## src/rtl/calc_pkg.sv

```systemverilog
// Shared definitions for the calc_sequencer arithmetic controller:
// opcode encodings, FSM state type and counter sizing helper.
package calc_pkg;

    localparam logic [1:0] OP_ADD = 2'd0;
    localparam logic [1:0] OP_SUB = 2'd1;
    localparam logic [1:0] OP_MUL = 2'd2;
    localparam logic [1:0] OP_DIV = 2'd3;

    typedef enum logic [1:0] {
        IDLE    = 2'd0,
        MUL_RUN = 2'd1,
        DIV_RUN = 2'd2,
        DONE    = 2'd3
    } calc_state_t;

    function automatic int cnt_width(input int w);
        return $clog2(w + 1);
    endfunction

endpackage

```

## src/rtl/calc_iter_unit.sv

```systemverilog
// Shared iterative datapath: shift-add multiply (i_mode=0) or restoring
// divide (i_mode=1), one iteration per i_step.
module calc_iter_unit #(
    parameter int WIDTH = 8
) (
    input  logic               clk,
    input  logic               rst,
    input  logic               i_load,
    input  logic               i_step,
    input  logic               i_mode,
    input  logic [WIDTH-1:0]   i_a,
    input  logic [WIDTH-1:0]   i_b,
    output logic [2*WIDTH-1:0] o_result
);

    logic [2*WIDTH-1:0] r_acc;
    logic [WIDTH-1:0]   r_shift;
    logic [WIDTH-1:0]   r_b;

    logic [WIDTH:0]     w_mul_sum;
    logic [WIDTH:0]     w_rem_sh;
    logic [WIDTH:0]     w_rem_diff;

    // Multiply: partial product enters the top half and the whole
    // accumulator shifts right, so after WIDTH steps r_acc is the product.
    assign w_mul_sum  = {1'b0, r_acc[2*WIDTH-1:WIDTH]} + (r_shift[0] ? {1'b0, r_b} : '0);
    // Divide: remainder lives in r_acc low half, quotient shifts in via r_shift.
    assign w_rem_sh   = {r_acc[WIDTH-1:0], r_shift[WIDTH-1]};
    assign w_rem_diff = w_rem_sh - {1'b0, r_b};

    always_ff @(posedge clk) begin
        if (rst) begin
            r_acc   <= '0;
            r_shift <= '0;
            r_b     <= '0;
        end else if (i_load) begin
            r_acc   <= '0;
            r_shift <= i_a;
            r_b     <= i_b;
        end else if (i_step) begin
            if (!i_mode) begin
                r_acc   <= {w_mul_sum, r_acc[WIDTH-1:1]};
                r_shift <= r_shift >> 1;
            end else if (!w_rem_diff[WIDTH]) begin
                r_acc   <= {{WIDTH{1'b0}}, w_rem_diff[WIDTH-1:0]};
                r_shift <= {r_shift[WIDTH-2:0], 1'b1};
            end else begin
                r_acc   <= {{WIDTH{1'b0}}, w_rem_sh[WIDTH-1:0]};
                r_shift <= {r_shift[WIDTH-2:0], 1'b0};
            end
        end
    end

    assign o_result = i_mode ? {r_acc[WIDTH-1:0], r_shift} : r_acc;

endmodule

```

## src/rtl/calc_sequencer.sv

```systemverilog
// One-at-a-time arithmetic controller: ADD/SUB/DIV-by-zero resolve at accept,
// MUL/DIV run WIDTH iterations on the shared calc_iter_unit.
module calc_sequencer
    import calc_pkg::*;
#(
    parameter int WIDTH = 8
) (
    input  logic               clk,
    input  logic               rst,
    input  logic               cmd_valid,
    output logic               cmd_ready,
    input  logic [1:0]         cmd_op,
    input  logic [WIDTH-1:0]   cmd_a,
    input  logic [WIDTH-1:0]   cmd_b,
    output logic               res_valid,
    input  logic               res_ready,
    output logic [2*WIDTH-1:0] res_value,
    output logic               res_flag
);

    localparam int CW = cnt_width(WIDTH);

    calc_state_t        r_state, w_next;
    logic [1:0]         r_op;
    logic [CW-1:0]      r_cnt;
    logic [2*WIDTH-1:0] r_res;
    logic               r_flag;
    logic               r_use_unit;

    logic               w_accept;
    logic               w_load;
    logic               w_step;
    logic               w_div_zero;
    logic [WIDTH:0]     w_sum;
    logic [2*WIDTH-1:0] w_unit_res;

    assign w_accept   = cmd_valid && (r_state == IDLE);
    assign w_div_zero = (cmd_b == '0);
    assign w_sum      = {1'b0, cmd_a} + {1'b0, cmd_b};

    always_comb begin
        w_next = r_state;
        w_load = 1'b0;
        w_step = 1'b0;
        case (r_state)
            IDLE: begin
                if (cmd_valid) begin
                    w_load = 1'b1;
                    case (cmd_op)
                        OP_MUL:  w_next = MUL_RUN;
                        OP_DIV:  w_next = w_div_zero ? DONE : DIV_RUN;
                        default: w_next = DONE;
                    endcase
                end
            end
            MUL_RUN, DIV_RUN: begin
                w_step = 1'b1;
                if (r_cnt == CW'(1)) w_next = DONE;
            end
            DONE: begin
                if (res_ready) w_next = IDLE;
            end
            default: w_next = IDLE;
        endcase
    end

    always_ff @(posedge clk) begin
        if (rst) begin
            r_state    <= IDLE;
            r_op       <= OP_ADD;
            r_cnt      <= '0;
            r_res      <= '0;
            r_flag     <= 1'b0;
            r_use_unit <= 1'b0;
        end else begin
            r_state <= w_next;
            if (w_accept) begin
                r_op       <= cmd_op;
                r_res      <= '0;
                r_flag     <= 1'b0;
                r_use_unit <= 1'b0;
                case (cmd_op)
                    OP_ADD: begin
                        r_res  <= {{WIDTH{1'b0}}, w_sum[WIDTH-1:0]};
                        r_flag <= w_sum[WIDTH];
                    end
                    OP_SUB: begin
                        r_res  <= {{WIDTH{1'b0}}, cmd_a - cmd_b};
                        r_flag <= (cmd_a < cmd_b);
                    end
                    OP_MUL: begin
                        r_use_unit <= 1'b1;
                        r_cnt      <= CW'(WIDTH);
                    end
                    default: begin
                        if (w_div_zero) begin
                            r_res  <= {cmd_a, {WIDTH{1'b1}}};
                            r_flag <= 1'b1;
                        end else begin
                            r_use_unit <= 1'b1;
                            r_cnt      <= CW'(WIDTH);
                        end
                    end
                endcase
            end else if (w_step) begin
                r_cnt <= r_cnt - CW'(1);
            end
        end
    end

    calc_iter_unit #(.WIDTH(WIDTH)) u_iter (
        .clk      (clk),
        .rst      (rst),
        .i_load   (w_load),
        .i_step   (w_step),
        .i_mode   (r_op == OP_DIV),
        .i_a      (cmd_a),
        .i_b      (cmd_b),
        .o_result (w_unit_res)
    );

    assign cmd_ready = (r_state == IDLE);
    assign res_valid = (r_state == DONE);
    assign res_value = r_use_unit ? w_unit_res : r_res;
    assign res_flag  = r_flag;

endmodule

```

## config.mk

```make
export PLATFORM = sky130hd
export DESIGN_NAME = calc_sequencer
export DESIGN_NICKNAME = d
export VERILOG_FILES = /design/src/rtl/calc_pkg.sv /design/src/rtl/calc_iter_unit.sv /design/src/rtl/calc_sequencer.sv
export SDC_FILE = /design/constraint.sdc
export NUM_CORES = 1
export LEC_CHECK = 0
export ABC_AREA = 1
export CAP_MARGIN = 20
export CELL_PAD_IN_SITES_DETAIL_PLACEMENT = 1
export CELL_PAD_IN_SITES_GLOBAL_PLACEMENT = 1
export CORE_MARGIN = 2
export CORE_UTILIZATION = 42
export DETAILED_ROUTE_END_ITERATION = 7
export PLACE_DENSITY_LB_ADDON = 0.25
export SKIP_CTS_REPAIR_TIMING = 1
export SYNTH_ARGS = -nofsm -noshare
export SYNTH_HDL_FRONTEND = slang
export SYNTH_SLANG_ARGS = --single-unit
```

## constraint.sdc

```tcl
create_clock -name clk -period 2.32 [get_ports clk]
set_clock_uncertainty 0.15 [all_clocks]
set_input_delay 0.58 -clock clk [delete_from_list [all_inputs] [get_ports clk]]
set_output_delay 0.58 -clock clk [all_outputs]
set_load 0.02 [all_outputs]
```

==> results of run 1 <==
## cell families after synthesis
group / count (synthesis) / share of synthesized area, %
AOI/OAI and AO/OA: 158 / 20.6
xor gates and xnor gates: 6 / 1.18
adders and majority gates: 41 / 12.1
buffers and inverters: 132 / 12.1
DFF: 58 / 26.0
muxes: 1 / 0.252
and+or+nand+nor: 278 / 27.7
## critical path: cells and delay by family, from the launching register on
| kind | cells | cell delay (ps) |
|---|---|---|
| AOI/OAI and AO/OA | 2 | 320 |
| DFF | 1 | 360 |
| and+or+nand+nor | 2 | 230 |
| buffers and inverters | 2 | 350 |
## layout make-up
| type | count | share of cell area [%] |
|---|---|---|
| Clock buffer | 9 | 2.10 |
| Inverter | 109 | 7.09 |
| Multi-Input combinational cell | 484 | 50.1 |
| Timing Repair Buffer | 117 | 16.4 |
| Tap cell | 136 | 2.88 |
| Sequential cell | 58 | 19.7 |
| Clock inverter | 7 | 1.71 |
## worst max path at each step
| stage | end | slack [ps] | cells past startpoint |
|---|---|---|---|
| 2_1_floorplan | r_res[6] | 290 | 13 |
| 3_3_place_gp | r_res[6] | -340 | 14 |
| 3_5_place_dp | r_res[6] | -460 | 14 |
| 4_1_cts | res_value[4] | -550 | 7 |
| 5_1_grt | r_res[5] | -120 | 12 |
| 6_report | res_value[6] | -40 | 6 |
## synthesized netlist by cell type, drive strengths merged
master	n
fa	4
nand3b	3
nand3	41
o32ai	8
xnor2	1
nor4	1
a31oi	13
o211ai	3
or2	2
clkbuf	12
o31ai	2
dfxtp	58
ha	37
o221ai	3
inv	109
nor2	54
o22ai	10
o21a	2
buf	11
nor3	1
xor2	5
nand2	167
o21bai	2
a221oi	1
a21boi	1
mux2	1
a211oi	1
a21oi	61
o21ai	51
nand4	9
## per-layer routing
| layer | vias up | track usage, % | routed length [um] | part of all wire (%) |
|---|---|---|---|---|
| li1 | 2430 | - | - | - |
| met5 | - | 0 | 0 | 0 |
| met2 | 207 | 53.3 | 9200 | 50 |
| met1 | 2532 | 36.0 | 7190 | 39 |
| met4 | 0 | 11.5 | 850 | 4.7 |
| met3 | 65 | 4.56 | 1010 | 5.5 |
## flip-flops by register name, indices dropped and copies added (netlist names)
name	cells
u_iter.r_shift	8
r_use_unit	1
res_flag	1
r_state	2
u_iter.r_acc	16
r_op	2
r_res	16
u_iter.r_b	8
r_cnt	4
## power by group
part           leakage, nW  internal [mW]  total (mW)  switching, mW
logic                 2.31           1.29        3.65           2.36
clock network        0.106          0.612        1.11          0.498
registers            0.476           1.21        1.40          0.193
==> run_results.csv, run 1 <==
group,metric,value,unit
clocking,cts_max_path_buffers,2,
yosys,synth.net_count,737,
setup_path,required,1590,ps
die,core-area,0.0103,sq mm
drt,drc,0,
layout,stdcell_area,0.00591,sq mm
clocking,clk_latency,360,ps
place,placedCellCount,896,
place,post-dp-hpwl,12500,um
power,ir_worst_vdd,0.889,mV
layout,fin_util,57.3,%
layout,final_common_cell,"nand2_1",
drt,dr.pass1.iters,5,
yosys,synth-seq-cells,58,
yosys,synth.area.top_cells,"dfxtp_1 26%, nand2_1 13%, ha_1 10%, inv_1 8.6%, a21oi_1 6.7%",
layout,regArea,0.00117,sq mm
clocking,tritoncts,"done",
layout,insertedDiodeCount,0,
worst_hold_path,min_to,"r_op[1]",
timing,holdWs,328,ps
global_routing,grt_pass1_wl,26800,um
setup_path,r2r_setup_slack,100,ps
timing,max_freq,424,MHz
setup_path,endpoint_kind,"output port",
outcome,failed_checks,"setup timing",
timing,tightest_slew,528,ps
setup_path,cp_slowest_cell,"dfxtp_2",
setup_path,critPathMaxFanout,11,
layout,syn_to_final_growth,32.2,%
timing,setup_viol,3,
timing,fin_crit_sh,102,%
place,place_congestion,0.913,
clocking,cts.sinks,58,
setup_path,crit_path_start,"r_op[1]",
global_routing,antenna_found_initial,0,
timing,fin_ws,-37.3,ps
global_routing,gr-usage-all-layers,30.0,%
worst_hold_path,min_from,"r_op[1]",
timing,hold_violations,0,
place,portBuffers,40,
place,place_area,0.00545,sq mm
drt,drtAntennaViolNets,0,
setup_path,r2r-start,"u_iter.r_shift[7]",
layout,drive_above_1_share,22.8,%
clocking,numCtsBuffers,9,
yosys,synth_warnings,0,
die,die_w,107,um
global_routing,grt.overflow.total,0,
die,rows,37,
layout,fin_nets,842,
setup_path,worstPathCellList,"nand2_4 -> buf_6 -> nor2_1 -> o21ai_0 -> o21ai_1 -> buf_4",
yosys,yosys.cell_types.count,45,
power,p_leak,2.89,nW
outcome,outcome,"complete, but fails checks",
setup_path,critPathMaxStageDelay,360,ps
setup_path,rr_worst_depth,13,
drt,vias,5234,
clocking,htreeDepth,3,
timing,maxSlewHeadroom,64.8,%
global_routing,grt_max_degree,33,
yosys,ys_seq_area_share,26.0,%
setup_path,arrival,1630,ps
clocking,clockRootBuffer,"clkbuf_8",
setup_path,rr_endpoint,"u_iter.r_acc[0]",
drt,drt_iter0_drc,373,
yosys,synth_area_leader_cell,"dfxtp_1",
place,dp_slack,-457,ps
yosys,synthesis.area,0.00447,sq mm
setup_path,setup.worst_path.class,"reg -> out",
layout,multi_input_area,0.00296,sq mm
global_routing,first_global_vias,5300,
clocking,cts.clk_slew.worst_paths,90,ps
yosys,synth.top_cell.area_share,26.0,%
drt,via_per_inst,5.69,
drt,finalWirelength,18300,um
layout,layout_common_cells,"147 x nand2_1, 101 x inv_1, 75 x buf_4",
layout,fillers,1377,
layout,final_cell_count_no_fill,920,
timing,finalSetupTns,-75.3,ps
die,die_height,107,um
timing,min_period,2360,ps
die,ios,41,
worst_hold_path,hp-class,"reg -> reg",
setup_path,cp-start-kind,"flop",
timing,report.final.slew_viol_count,0,
power,power.total,6.16,mW
die,initial_core_util,43.3,%
job,drv_cap,0,
worst_hold_path,whs_path_depth,2,
yosys,avgSynthCellArea,6.63,sq um
die,dieArea,0.0115,sq mm
drt,wl_per_cell,19.8,um
power,power_density,1040,mW/mm^2
yosys,synthCells,674,
Power figures use the tool's default switching activity.
==> inputs of run 2 (changes only) <==
CELL_PAD_IN_SITES_DETAIL_PLACEMENT = unset   (was 1)
CELL_PAD_IN_SITES_GLOBAL_PLACEMENT = unset   (was 1)
CORE_UTILIZATION = 55   (was 42)
==> run 2 against run 1 <==
  * The flow now finishes without violations
  * Worst hold slack improved by 3.8 ps
  * Fmax grew 2.8%
  * Wire length decreased by 25%
  * Critical path type unchanged
  * Largest cell class unchanged
  * Largest power group unchanged
==> run_results.csv, run 2 (synthesized netlist as in run 1, its figures left out) <==
group,metric,value,unit
timing,min_period,2290,ps
drt,routed.top_layer,"met4",
drt,dr.pass1.iters,7,
timing,hold_violations,0,
place,post-dp-hpwl,10500,um
global_routing,grt_max_degree,33,
drt,finalWirelength,13700,um
die,initial_core_util,57.3,%
drt,wl_met2,6820,um
power,intPower,2.83,mW
layout,stdcell_area,0.00560,sq mm
die,rows,32,
global_routing,antenna_found_initial,0,
drt,via_per_inst,5.61,
layout,fillers,678,
setup_path,critPathMaxFanout,22,
timing,fin_crit_sh,98.8,%
die,core-area,0.00781,sq mm
drt,drtAntennaViolNets,0,
setup_path,cp-start-kind,"flop",
drt,wl_per_cell,15.6,um
die,die_height,94.2,um
power,switchingPower,2.72,mW
global_routing,gr-usage-all-layers,31.8,%
global_routing,grt.overflow.total,0,
layout,syn_to_final_growth,25.3,%
clocking,htreeDepth,3,
timing,setup_viol,0,
clocking,cts_max_path_buffers,2,
place,place_congestion,0.936,
die,dieArea,0.00887,sq mm
global_routing,grt_pass1_wl,21900,um
layout,drive_above_1_share,19.5,%
power,ir_worst_vdd,0.726,mV
power,power.total,5.55,mW
setup_path,cp_slowest_cell,"dfxtp_1",
place,place_area,0.00536,sq mm
outcome,outcome,"complete, no violations",
clocking,clk_latency,340,ps
layout,top_regs,"r_res: 16 flops, u_iter.r_acc: 16 flops",
setup_path,endpoint_kind,"output port",
setup_path,worstPathCellList,"nand2_4 -> buf_8 -> nand2_1 -> a31oi_1 -> dlymetal6s2s_1",
clocking,cts.sinks,58,
drt,wirelength_met1,5850,um
setup_path,arrival,1560,ps
timing,finalSetupTns,0,ps
drt,vias,4912,
power,pwr-share-comb,59.5,%
timing,tightest_slew,502,ps
timing,maxSlewHeadroom,66.5,%
clocking,clockRootBuffer,"clkbuf_8",
layout,fin_util,71.7,%
layout,insertedDiodeCount,0,
setup_path,critPathMaxStageDelay,340,ps
power,sw_frac_of_total,49.0,%
layout,fin_nets,832,
timing,holdWs,332,ps
setup_path,setup.worst_path.class,"reg -> out",
clocking,tritoncts,"done",
drt,met3_length,781,um
clocking,numCtsBuffers,9,
power,p_leak,2.81,nW
clocking,cts.clk_slew.worst_paths,70,ps
worst_hold_path,hp-class,"reg -> reg",
layout,layout_common_cells,"152 x nand2_1, 101 x inv_1, 67 x buf_4",
power,power.share.clock,15.5,%
power,seqPwrFrac,25.0,%
timing,report.final.slew_viol_count,0,
drt,drt_iter0_drc,350,
global_routing,first_global_vias,4647,
setup_path,required,1590,ps
power,power_density,992,mW/mm^2
timing,max_freq,436,MHz
die,die_w,94.2,um
die,ios,41,
place,portBuffers,40,
drt,drc,0,
timing,rsz0062_at_grt,"yes",
job,drv_cap,0,
layout,final_common_cell,"nand2_1",
[run 2: changes by cell type in the layout (fill, tap and decap cells not counted), sizes merged]
cell / previous run / this run
buf: 86 / 72
clkbuf: 16 / 19
dlymetal6s2s: 3 / 6
bufinv: 2 / 0
clkdlybuf4s50: 21 / 19
clkinv: 2 / 4
clkinvlp: 2 / 3
inv: 110 / 109
[run 2: area by class of cell]
cell class                      count  area [sq um]  share of cell area [%]
Tap cell                          102           128                    2.28
Multi-Input combinational cell    484          2840                    50.7
Clock buffer                       10           138                    2.46
Timing Repair Buffer              106           870                    15.5
Timing Repair inverter              1          5.00                  0.0894
Clock inverter                      6          41.3                   0.737
Sequential cell                    58          1160                    20.8
Inverter                          109           417                    7.44
[run 2: path summary, 6_finish.rpt]
path | startpoint | endpoint | slack [ps] | cells past startpoint
worst min-delay path | r_op[1] | r_op[1] | 330 | 2
worst max register to register | u_iter.r_shift[7] | u_iter.r_acc[7] | 150 | 14
worst max-delay path | r_op[0] | res_value[1] | 30 | 5
worst min register to register | r_op[1] | r_op[1] | 330 | 2
[run 2: routing by layer]
layer | vias to the layer above | track usage (%)
li1 | 2415 | -
met1 | 2275 | 40.1
met2 | 198 | 55.4
met3 | 24 | 5.94
met4 | 0 | 8.82
met5 | - | 0
[run 2: stage by stage]
stage,cells,setup WS (ps)
global route,876,-23.6
floorplan,674,288
global placement,857,-341
detailed placement,857,-387
finish,876,27.5
CTS,873,-522
[run 2: power groups by stage]
stage / clock network, mW / logic, mW / registers [mW]
2_1_floorplan: 0 / 2.30 / 1.35
3_3_place_gp: 0 / 3.12 / 1.39
3_5_place_dp: 0 / 3.22 / 1.40
4_1_cts: 0.870 / 3.25 / 1.38
5_1_grt: 0.918 / 3.66 / 1.40
6_report: 0.861 / 3.31 / 1.39
[run 2: critical path: cells and delay by family (launching register included)]
family / cells / cell delay (ps)
AND/OR/NAND/NOR: 2 / 180
buffers and inverters: 2 / 450
flip-flops: 1 / 340
AO/OA/AOI/OAI: 1 / 240
